### src/rtl/smvm_stream_feeder_if.sv
// Host-side load bus and SMVM-side stream lanes for smvm_stream_feeder.
// slave = feeder view, master = host/SMVM view.
interface smvm_stream_feeder_if;
    logic       s_valid;
    logic       s_ready;
    logic       s_last;
    logic [7:0] s_data;
    logic [6:0] s_idx;
    logic       s_flag;
    logic [7:0] val_in;
    logic [2:0] col_in;
    logic       ipv_in;
    logic       in_valid;
    logic       smvm_out_valid;
    logic       busy;
    logic       err;

    modport slave (
        input  s_valid, s_last, s_data, s_idx, s_flag, smvm_out_valid,
        output s_ready, val_in, col_in, ipv_in, in_valid, busy, err
    );

    modport master (
        output s_valid, s_last, s_data, s_idx, s_flag, smvm_out_valid,
        input  s_ready, val_in, col_in, ipv_in, in_valid, busy, err
    );
endinterface

### src/rtl/smvm_stream_feeder.sv
// Buffers one SMVM frame (header, vector, nonzeros) from the host and replays it as a gap-free burst.
// Optional FEEDER_PAD_EN: pad the nonzero list to a multiple of K with all-zero pairs.
module smvm_stream_feeder #(
    parameter int unsigned NZ_DEPTH      = 64,
    parameter int unsigned K             = 4,
    parameter int unsigned DRAIN_TIMEOUT = 255
) (
    input logic                 clk,
    input logic                 rst,
    smvm_stream_feeder_if.slave bus
);
    localparam int unsigned AW = (NZ_DEPTH > 1) ? $clog2(NZ_DEPTH) : 1;
    localparam int unsigned PW = $clog2(NZ_DEPTH + K) + 1;
    localparam int unsigned GW = (K > 1) ? $clog2(K) : 1;
    localparam int unsigned DW = (DRAIN_TIMEOUT > 1) ? $clog2(DRAIN_TIMEOUT) : 1;
`ifdef FEEDER_PAD_EN
    localparam bit PAD_EN = 1'b1;
`else
    localparam bit PAD_EN = 1'b0;
`endif

    typedef enum logic [2:0] {LOAD_ROWS, LOAD_COLS, LOAD_VEC, LOAD_NZ, EMIT, DRAIN} state_e;
    typedef enum logic [2:0] {PH_ROWS, PH_COLS, PH_VEC, PH_VAL, PH_IDX} phase_e;

    state_e        state_q, state_d;
    phase_e        phase_q, phase_d;
    logic [7:0]    rows_q, rows_d;
    logic [7:0]    cols_q, cols_d;
    logic [7:0]    vcnt_q, vcnt_d;
    logic [PW-1:0] nz_cnt_q, nz_cnt_d;
    logic [PW-1:0] pair_q, pair_d;
    logic [GW-1:0] grp_q, grp_d;
    logic [DW-1:0] dcnt_q, dcnt_d;
    logic          seen_q, seen_d;
    logic          prev_q, prev_d;
    logic          err_q, err_d;
    logic          ready_q, ready_d;

    logic [7:0] vec_mem [128];
    logic [7:0] nz_val  [NZ_DEPTH];
    logic [6:0] nz_idx  [NZ_DEPTH];
    logic       nz_flag [NZ_DEPTH];

    logic        vec_we, nz_we, hs, load_st, pair_live, last_pair, grp_wrap;
    logic [11:0] word;

    assign load_st     = (state_q == LOAD_ROWS) || (state_q == LOAD_COLS) ||
                         (state_q == LOAD_VEC)  || (state_q == LOAD_NZ);
    assign bus.s_ready = ready_q && load_st;
    assign bus.busy    = (state_q != LOAD_ROWS);
    assign bus.err     = err_q;
    assign hs          = bus.s_valid && bus.s_ready;
    assign pair_live   = (pair_q < nz_cnt_q);
    assign grp_wrap    = (grp_q == GW'(K - 1));
    // With padding, the burst continues past the captured count until the K-group closes.
    assign last_pair   = ((pair_q + PW'(1)) >= nz_cnt_q) && (!PAD_EN || grp_wrap);

    always_ff @(posedge clk) begin
        if (rst) begin
            state_q  <= LOAD_ROWS;
            phase_q  <= PH_ROWS;
            rows_q   <= '0;
            cols_q   <= '0;
            vcnt_q   <= '0;
            nz_cnt_q <= '0;
            pair_q   <= '0;
            grp_q    <= '0;
            dcnt_q   <= '0;
            seen_q   <= 1'b0;
            prev_q   <= 1'b0;
            err_q    <= 1'b0;
            ready_q  <= 1'b0;
        end else begin
            state_q  <= state_d;
            phase_q  <= phase_d;
            rows_q   <= rows_d;
            cols_q   <= cols_d;
            vcnt_q   <= vcnt_d;
            nz_cnt_q <= nz_cnt_d;
            pair_q   <= pair_d;
            grp_q    <= grp_d;
            dcnt_q   <= dcnt_d;
            seen_q   <= seen_d;
            prev_q   <= prev_d;
            err_q    <= err_d;
            ready_q  <= ready_d;
        end
    end

    always_ff @(posedge clk) begin
        if (vec_we) vec_mem[vcnt_q[6:0]] <= bus.s_data;
        if (nz_we) begin
            nz_val[nz_cnt_q[AW-1:0]]  <= bus.s_data;
            nz_idx[nz_cnt_q[AW-1:0]]  <= bus.s_idx;
            nz_flag[nz_cnt_q[AW-1:0]] <= bus.s_flag;
        end
    end

    always_comb begin
        state_d  = state_q;
        phase_d  = phase_q;
        rows_d   = rows_q;
        cols_d   = cols_q;
        vcnt_d   = vcnt_q;
        nz_cnt_d = nz_cnt_q;
        pair_d   = pair_q;
        grp_d    = grp_q;
        dcnt_d   = dcnt_q;
        seen_d   = seen_q;
        prev_d   = bus.smvm_out_valid;
        err_d    = err_q;
        ready_d  = 1'b1;
        vec_we   = 1'b0;
        nz_we    = 1'b0;
        case (state_q)
            LOAD_ROWS: if (hs) begin
                rows_d  = bus.s_data;
                err_d   = 1'b0;
                state_d = LOAD_COLS;
            end
            LOAD_COLS: if (hs) begin
                cols_d  = bus.s_data;
                vcnt_d  = '0;
                state_d = LOAD_VEC;
            end
            LOAD_VEC: if (hs) begin
                vec_we = 1'b1;
                if (vcnt_q == cols_q - 8'd1) begin
                    vcnt_d   = '0;
                    nz_cnt_d = '0;
                    state_d  = LOAD_NZ;
                end else begin
                    vcnt_d = vcnt_q + 8'd1;
                end
            end
            LOAD_NZ: if (hs) begin
                if (nz_cnt_q < PW'(NZ_DEPTH)) begin
                    nz_we    = 1'b1;
                    nz_cnt_d = nz_cnt_q + PW'(1);
                end else begin
                    err_d = 1'b1;
                end
                if (bus.s_last) begin
                    state_d = EMIT;
                    phase_d = PH_ROWS;
                    vcnt_d  = '0;
                    pair_d  = '0;
                    grp_d   = '0;
                    seen_d  = 1'b0;
                end
            end
            EMIT: begin
                seen_d = seen_q || bus.smvm_out_valid;
                case (phase_q)
                    PH_ROWS: phase_d = PH_COLS;
                    PH_COLS: phase_d = PH_VEC;
                    PH_VEC: begin
                        if (vcnt_q == cols_q - 8'd1) phase_d = PH_VAL;
                        else vcnt_d = vcnt_q + 8'd1;
                    end
                    PH_VAL: phase_d = PH_IDX;
                    PH_IDX: begin
                        if (last_pair) begin
                            state_d = DRAIN;
                            dcnt_d  = '0;
                        end else begin
                            phase_d = PH_VAL;
                            pair_d  = pair_q + PW'(1);
                            grp_d   = grp_wrap ? '0 : grp_q + GW'(1);
                        end
                    end
                    default: phase_d = PH_ROWS;
                endcase
            end
            DRAIN: begin
                seen_d = seen_q || bus.smvm_out_valid;
                if (prev_q && !bus.smvm_out_valid) begin
                    state_d = LOAD_ROWS;
                end else if (!seen_q && !bus.smvm_out_valid &&
                             dcnt_q == DW'(DRAIN_TIMEOUT - 1)) begin
                    state_d = LOAD_ROWS;
                    err_d   = 1'b1;
                end else begin
                    dcnt_d = dcnt_q + DW'(1);
                end
            end
            default: state_d = LOAD_ROWS;
        endcase
    end

    always_comb begin
        word = '0;
        if (state_q == EMIT) begin
            case (phase_q)
                PH_ROWS: word = {4'b0, rows_q};
                PH_COLS: word = {4'b0, cols_q};
                PH_VEC:  word = {vec_mem[vcnt_q[6:0]], 4'b0};
                PH_VAL:  if (pair_live) word = {nz_val[pair_q[AW-1:0]], nz_flag[pair_q[AW-1:0]], 3'b0};
                PH_IDX:  if (pair_live) word = {5'b0, nz_idx[pair_q[AW-1:0]]};
                default: word = '0;
            endcase
        end
    end

    assign bus.in_valid = (state_q == EMIT);
    assign bus.val_in   = word[11:4];
    assign bus.ipv_in   = word[3];
    assign bus.col_in   = word[2:0];
endmodule

### src/flat_wrapper.sv
// flat-port wrapper written by rule: the top's interface ports become plain ports
module smvm_stream_feeder_flat 
#(
    parameter int unsigned NZ_DEPTH      = 64,
    parameter int unsigned K             = 4,
    parameter int unsigned DRAIN_TIMEOUT = 255
)
  (clk, rst, bus_s_valid, bus_s_last, bus_s_data, bus_s_idx, bus_s_flag, bus_smvm_out_valid, bus_s_ready, bus_val_in, bus_col_in, bus_ipv_in, bus_in_valid, bus_busy, bus_err);
  smvm_stream_feeder_if bus_i ();
  input logic clk;
  input logic rst;
  input wire logic [$bits(bus_i.s_valid)-1:0] bus_s_valid;
  input wire logic [$bits(bus_i.s_last)-1:0] bus_s_last;
  input wire logic [$bits(bus_i.s_data)-1:0] bus_s_data;
  input wire logic [$bits(bus_i.s_idx)-1:0] bus_s_idx;
  input wire logic [$bits(bus_i.s_flag)-1:0] bus_s_flag;
  input wire logic [$bits(bus_i.smvm_out_valid)-1:0] bus_smvm_out_valid;
  output wire logic [$bits(bus_i.s_ready)-1:0] bus_s_ready;
  output wire logic [$bits(bus_i.val_in)-1:0] bus_val_in;
  output wire logic [$bits(bus_i.col_in)-1:0] bus_col_in;
  output wire logic [$bits(bus_i.ipv_in)-1:0] bus_ipv_in;
  output wire logic [$bits(bus_i.in_valid)-1:0] bus_in_valid;
  output wire logic [$bits(bus_i.busy)-1:0] bus_busy;
  output wire logic [$bits(bus_i.err)-1:0] bus_err;
  assign bus_i.s_valid = bus_s_valid;
  assign bus_i.s_last = bus_s_last;
  assign bus_i.s_data = bus_s_data;
  assign bus_i.s_idx = bus_s_idx;
  assign bus_i.s_flag = bus_s_flag;
  assign bus_i.smvm_out_valid = bus_smvm_out_valid;
  assign bus_s_ready = bus_i.s_ready;
  assign bus_val_in = bus_i.val_in;
  assign bus_col_in = bus_i.col_in;
  assign bus_ipv_in = bus_i.ipv_in;
  assign bus_in_valid = bus_i.in_valid;
  assign bus_busy = bus_i.busy;
  assign bus_err = bus_i.err;
  smvm_stream_feeder #(.NZ_DEPTH(NZ_DEPTH), .K(K), .DRAIN_TIMEOUT(DRAIN_TIMEOUT)) u_core (.clk(clk), .rst(rst), .bus(bus_i));
endmodule
### config.mk
export PLATFORM = sky130hd
export DESIGN_NAME = smvm_stream_feeder_flat
export DESIGN_NICKNAME = d
export VERILOG_FILES = /design/src/rtl/smvm_stream_feeder_if.sv /design/src/rtl/smvm_stream_feeder.sv /design/src/flat_wrapper.sv
export SDC_FILE = /design/constraint.sdc
export NUM_CORES = 2
export LEC_CHECK = 0
export ABC_CLOCK_PERIOD_IN_PS = 10500
export CORE_UTILIZATION = 54
export CTS_BUF_LIST = sky130_fd_sc_hd__clkbuf_8
export DETAILED_ROUTE_END_ITERATION = 8
export HOLD_SLACK_MARGIN = 0.1
export PLACE_DENSITY = 0.7
export RECOVER_POWER = 25
export SYNTH_ARGS = -nofsm -noshare
export SYNTH_HDL_FRONTEND = slang
export SYNTH_SLANG_ARGS = --single-unit
### constraint.sdc
create_clock -name clk -period 10.5 [get_ports clk]
set_input_delay 2.1 -clock clk [delete_from_list [all_inputs] [get_ports clk]]
set_output_delay 2.1 -clock clk [all_outputs]
set_load 0.01 [all_outputs]
==> impl_metrics.env <==
export IMPL_numCtsBuffers=343
export IMPL_wl_um=193000
export IMPL_finalMaxSlewViolations=1198
export IMPL_synth_top_cell_area_share_pct=74.4
export IMPL_hp_class="flip-flop to flip-flop"
export IMPL_gp_congestion=0.862
export IMPL_critPathCaptureType="primary output"
export IMPL_finalClockSkew_ns=0.0512
export IMPL_tightest_slew_ns=6.34
export IMPL_first_iter_violations=5456
export IMPL_holdBufCountCts=0
export IMPL_synth_common_cells="edfxtp_1, mux4_2, nor2_1"
export IMPL_placed_area_um2=85600
export IMPL_dp_final_hpwl_um=113000
export IMPL_cts_root_buf="clkbuf_8"
export IMPL_initial_core_util_pct=54.4
export IMPL_critPathTopFamily="buffers and inverters"
export IMPL_path_max_fanout=37
export IMPL_grt_max_degree=137
export IMPL_grt_antenna_before_repair=7
export IMPL_ant_nets=0
export IMPL_worstSetupPathType="flip-flop to primary output"
export IMPL_grt_pass1_wl_um=278000
export IMPL_insertion_delay_ns=1.05
export IMPL_grt_ovfl_total=0
export IMPL_ys_warn_count=0
export IMPL_violations="max-capacitance violations, max-slew violations"
export IMPL_ctsHtreeMaxLevel=5
export IMPL_yosys_most_used_dff="edfxtp_1"
export IMPL_async_reset_ff_share_pct=0
export IMPL_grt_pass1_vias=40400
export IMPL_p_leak_uw=0.0276
export IMPL_postLayoutCellArea_um2=91500
export IMPL_syn_avg_cell_area_um2=21.3
export IMPL_synth_edf_count=2048
export IMPL_netlist_area_um2=82700
export IMPL_avgRoutedWirePerCell_um=30.0
export IMPL_finalCriticalPeriod_ns=8.17
export IMPL_rsz0062_at_grt="false"
export IMPL_arrival_ns=6.07
export IMPL_nets=4209
export IMPL_dpl_cell_count=5851
export IMPL_row_count=143
export IMPL_critPathMaxStageDelay_ns=0.88
export IMPL_worstPathRequired_ns=8.40
export IMPL_yosys_area_top_type="edfxtp_1"
export IMPL_ioPinCount=37
export IMPL_synth_most_common_cell="edfxtp_1"
export IMPL_tritoncts="yes"
export IMPL_postCtsSetupRepairBufs=0
export IMPL_ys_ff_latch=2119
export IMPL_power_density_nw_per_um2=174
export IMPL_drive_above_1_share_pct=26.2
export IMPL_synth_area_top_cells="edfxtp_1, mux4_2, dfxtp_1"
export IMPL_fin_cells=6442
export IMPL_worst_setup_path_start_kind="flip-flop"
export IMPL_synthCells=3887
export IMPL_post_cts_resized=0
export IMPL_post_route_drc_count=0
export IMPL_min_period_over_period_pct=77.8
export IMPL_hold_viol_final=0
export IMPL_synth_cell_type_count=68
export IMPL_status="complete, but fails checks"
export IMPL_avgViaCountPerCell=6.38
export IMPL_die_area_um2=155000
export IMPL_firstDrtPassIters=6
export IMPL_drv_cap=14
export IMPL_port_buffers=36
export IMPL_coreArea_um2=152000
export IMPL_slowest_stage="dfxtp_4"
export IMPL_crit_chain="buf_4, buf_4, mux4_2, mux4_2, mux2i_1, nand2_1, o21ai_0, o22ai_1, a31o_2, clkdlybuf4s50_1"
export IMPL_fin_setup_tns_ns=0
export IMPL_clkTransAtPathRegs_ns=0.05
export IMPL_ir_worst_vdd_v=0.000142
export IMPL_fmax_mhz=122
export IMPL_vias=41100
export IMPL_syn_to_final_growth_pct=10.7
export IMPL_crit_buf_inv=3
export IMPL_clockBufferDepth=4
export IMPL_numClockSinks=2119
export IMPL_yosysSeqAreaShare_pct=76.1
export IMPL_die_y_um=393
export IMPL_max_slew_margin_pct=-322
export IMPL_die_w_um=393
export IMPL_setup_viol=0
export IMPL_synth_nets=3930
export IMPL_track_usage_pct=25.3
## metrics by stage
stage               power [uW]  setup slack (ns)  hold slack [ns]  util (%)
floorplan                 9570              5.67            0.463         -
global placement          9740              3.28            0.476      56.4
detailed placement        9750              3.28            0.484      56.4
CTS                      16000              2.16            0.499      60.3
global route             16400              1.94            0.519      60.2
finish                   15900              2.33            0.501      60.2
## per-layer routing
metal | wire length (um) | global-route usage, % | part of all wire, %
met5 | 27 | 0 | 0.014
met3 | 20600 | 6.58 | 11
met1 | 78900 | 37.7 | 41
met2 | 90200 | 37.5 | 47
met4 | 3480 | 6.48 | 1.8
## registers in the layout (all words and copies together), names as in the netlist, named ones only
register / flops
u_core.nz_flag: 64
u_core.pair_q: 8
u_core.dcnt_q: 8
u_core.nz_cnt_q: 8
u_core.nz_idx: 448
u_core.ready_q: 1
u_core.vcnt_q: 8
u_core.prev_q: 1
u_core.vec_mem: 1024
u_core.state_q: 3
u_core.bus.err: 1
u_core.seen_q: 1
u_core.nz_val: 512
u_core.cols_q: 8
u_core.phase_q: 3
u_core.rows_q: 8
## layout by cell type (no fill, tap or decap), types with 35 or more instances in the layout
| cell type | count |
|---|---|
| clkinv_2 | 35 |
| dfxtp_1 | 60 |
| nand3_1 | 35 |
| nor2_1 | 247 |
| a21oi_1 | 72 |
| buf_4 | 92 |
| a22oi_1 | 68 |
| mux2i_1 | 65 |
| mux4_2 | 581 |
| inv_1 | 115 |
| clkbuf_8 | 353 |
| edfxtp_1 | 2048 |
| o21ai_0 | 50 |
| clkinv_1 | 96 |
| nand2_1 | 91 |
## power breakdown
part	internal [uW]	leakage, uW	switching, uW	total (uW)
clock	3220	0.00341	3110	6340
combinational	75.2	0.00522	216	291
sequential	9290	0.0190	12.4	9300
total	12600	0.0276	3340	15900
## worst paths after layout
path	slack (ns)	depth (start not counted)	start	end
max	2.33	10	flip-flop	bus_val_in[6]
min	0.50	2	u_core.rows_q[4]	u_core.rows_q[4]
max reg2reg	6.37	5	u_core.state_q[2]	u_core.vec_mem[94][1]
min reg2reg	0.50	2	u_core.rows_q[4]	u_core.rows_q[4]
## worst reg2reg max path, cell delays in order, from the launching register on
cell and delay, ns:
dfxtp_1 0.44, and3b_1 0.48, nand2_1 0.34, nor3_1 0.53
nand3_2 0.79, nor2_1 1.15
## cell families after synthesis
kind of cell,Yosys count,synth area share (%)
AOI/OAI and AO/OA,303,2.44
DFF,2119,76.1
muxes,661,16.8
xor gates and xnor gates,19,0.201
and+or+nand+nor,533,2.92
adders and majority gates,22,0.333
buffers and inverters,230,1.19
## layout make-up
type | instances | area, um2
Sequential cell | 2119 | 62900
Fill cell | 10700 | 60400
Multi-Input combinational cell | 1538 | 18800
Clock buffer | 353 | 4860
Tap cell | 2030 | 2540
Timing Repair Buffer | 140 | 1110
Clock inverter | 234 | 1080
Inverter | 24 | 90.1
Antenna cell | 4 | 10.0
Note: power is estimated with default switching activity, not from simulation.
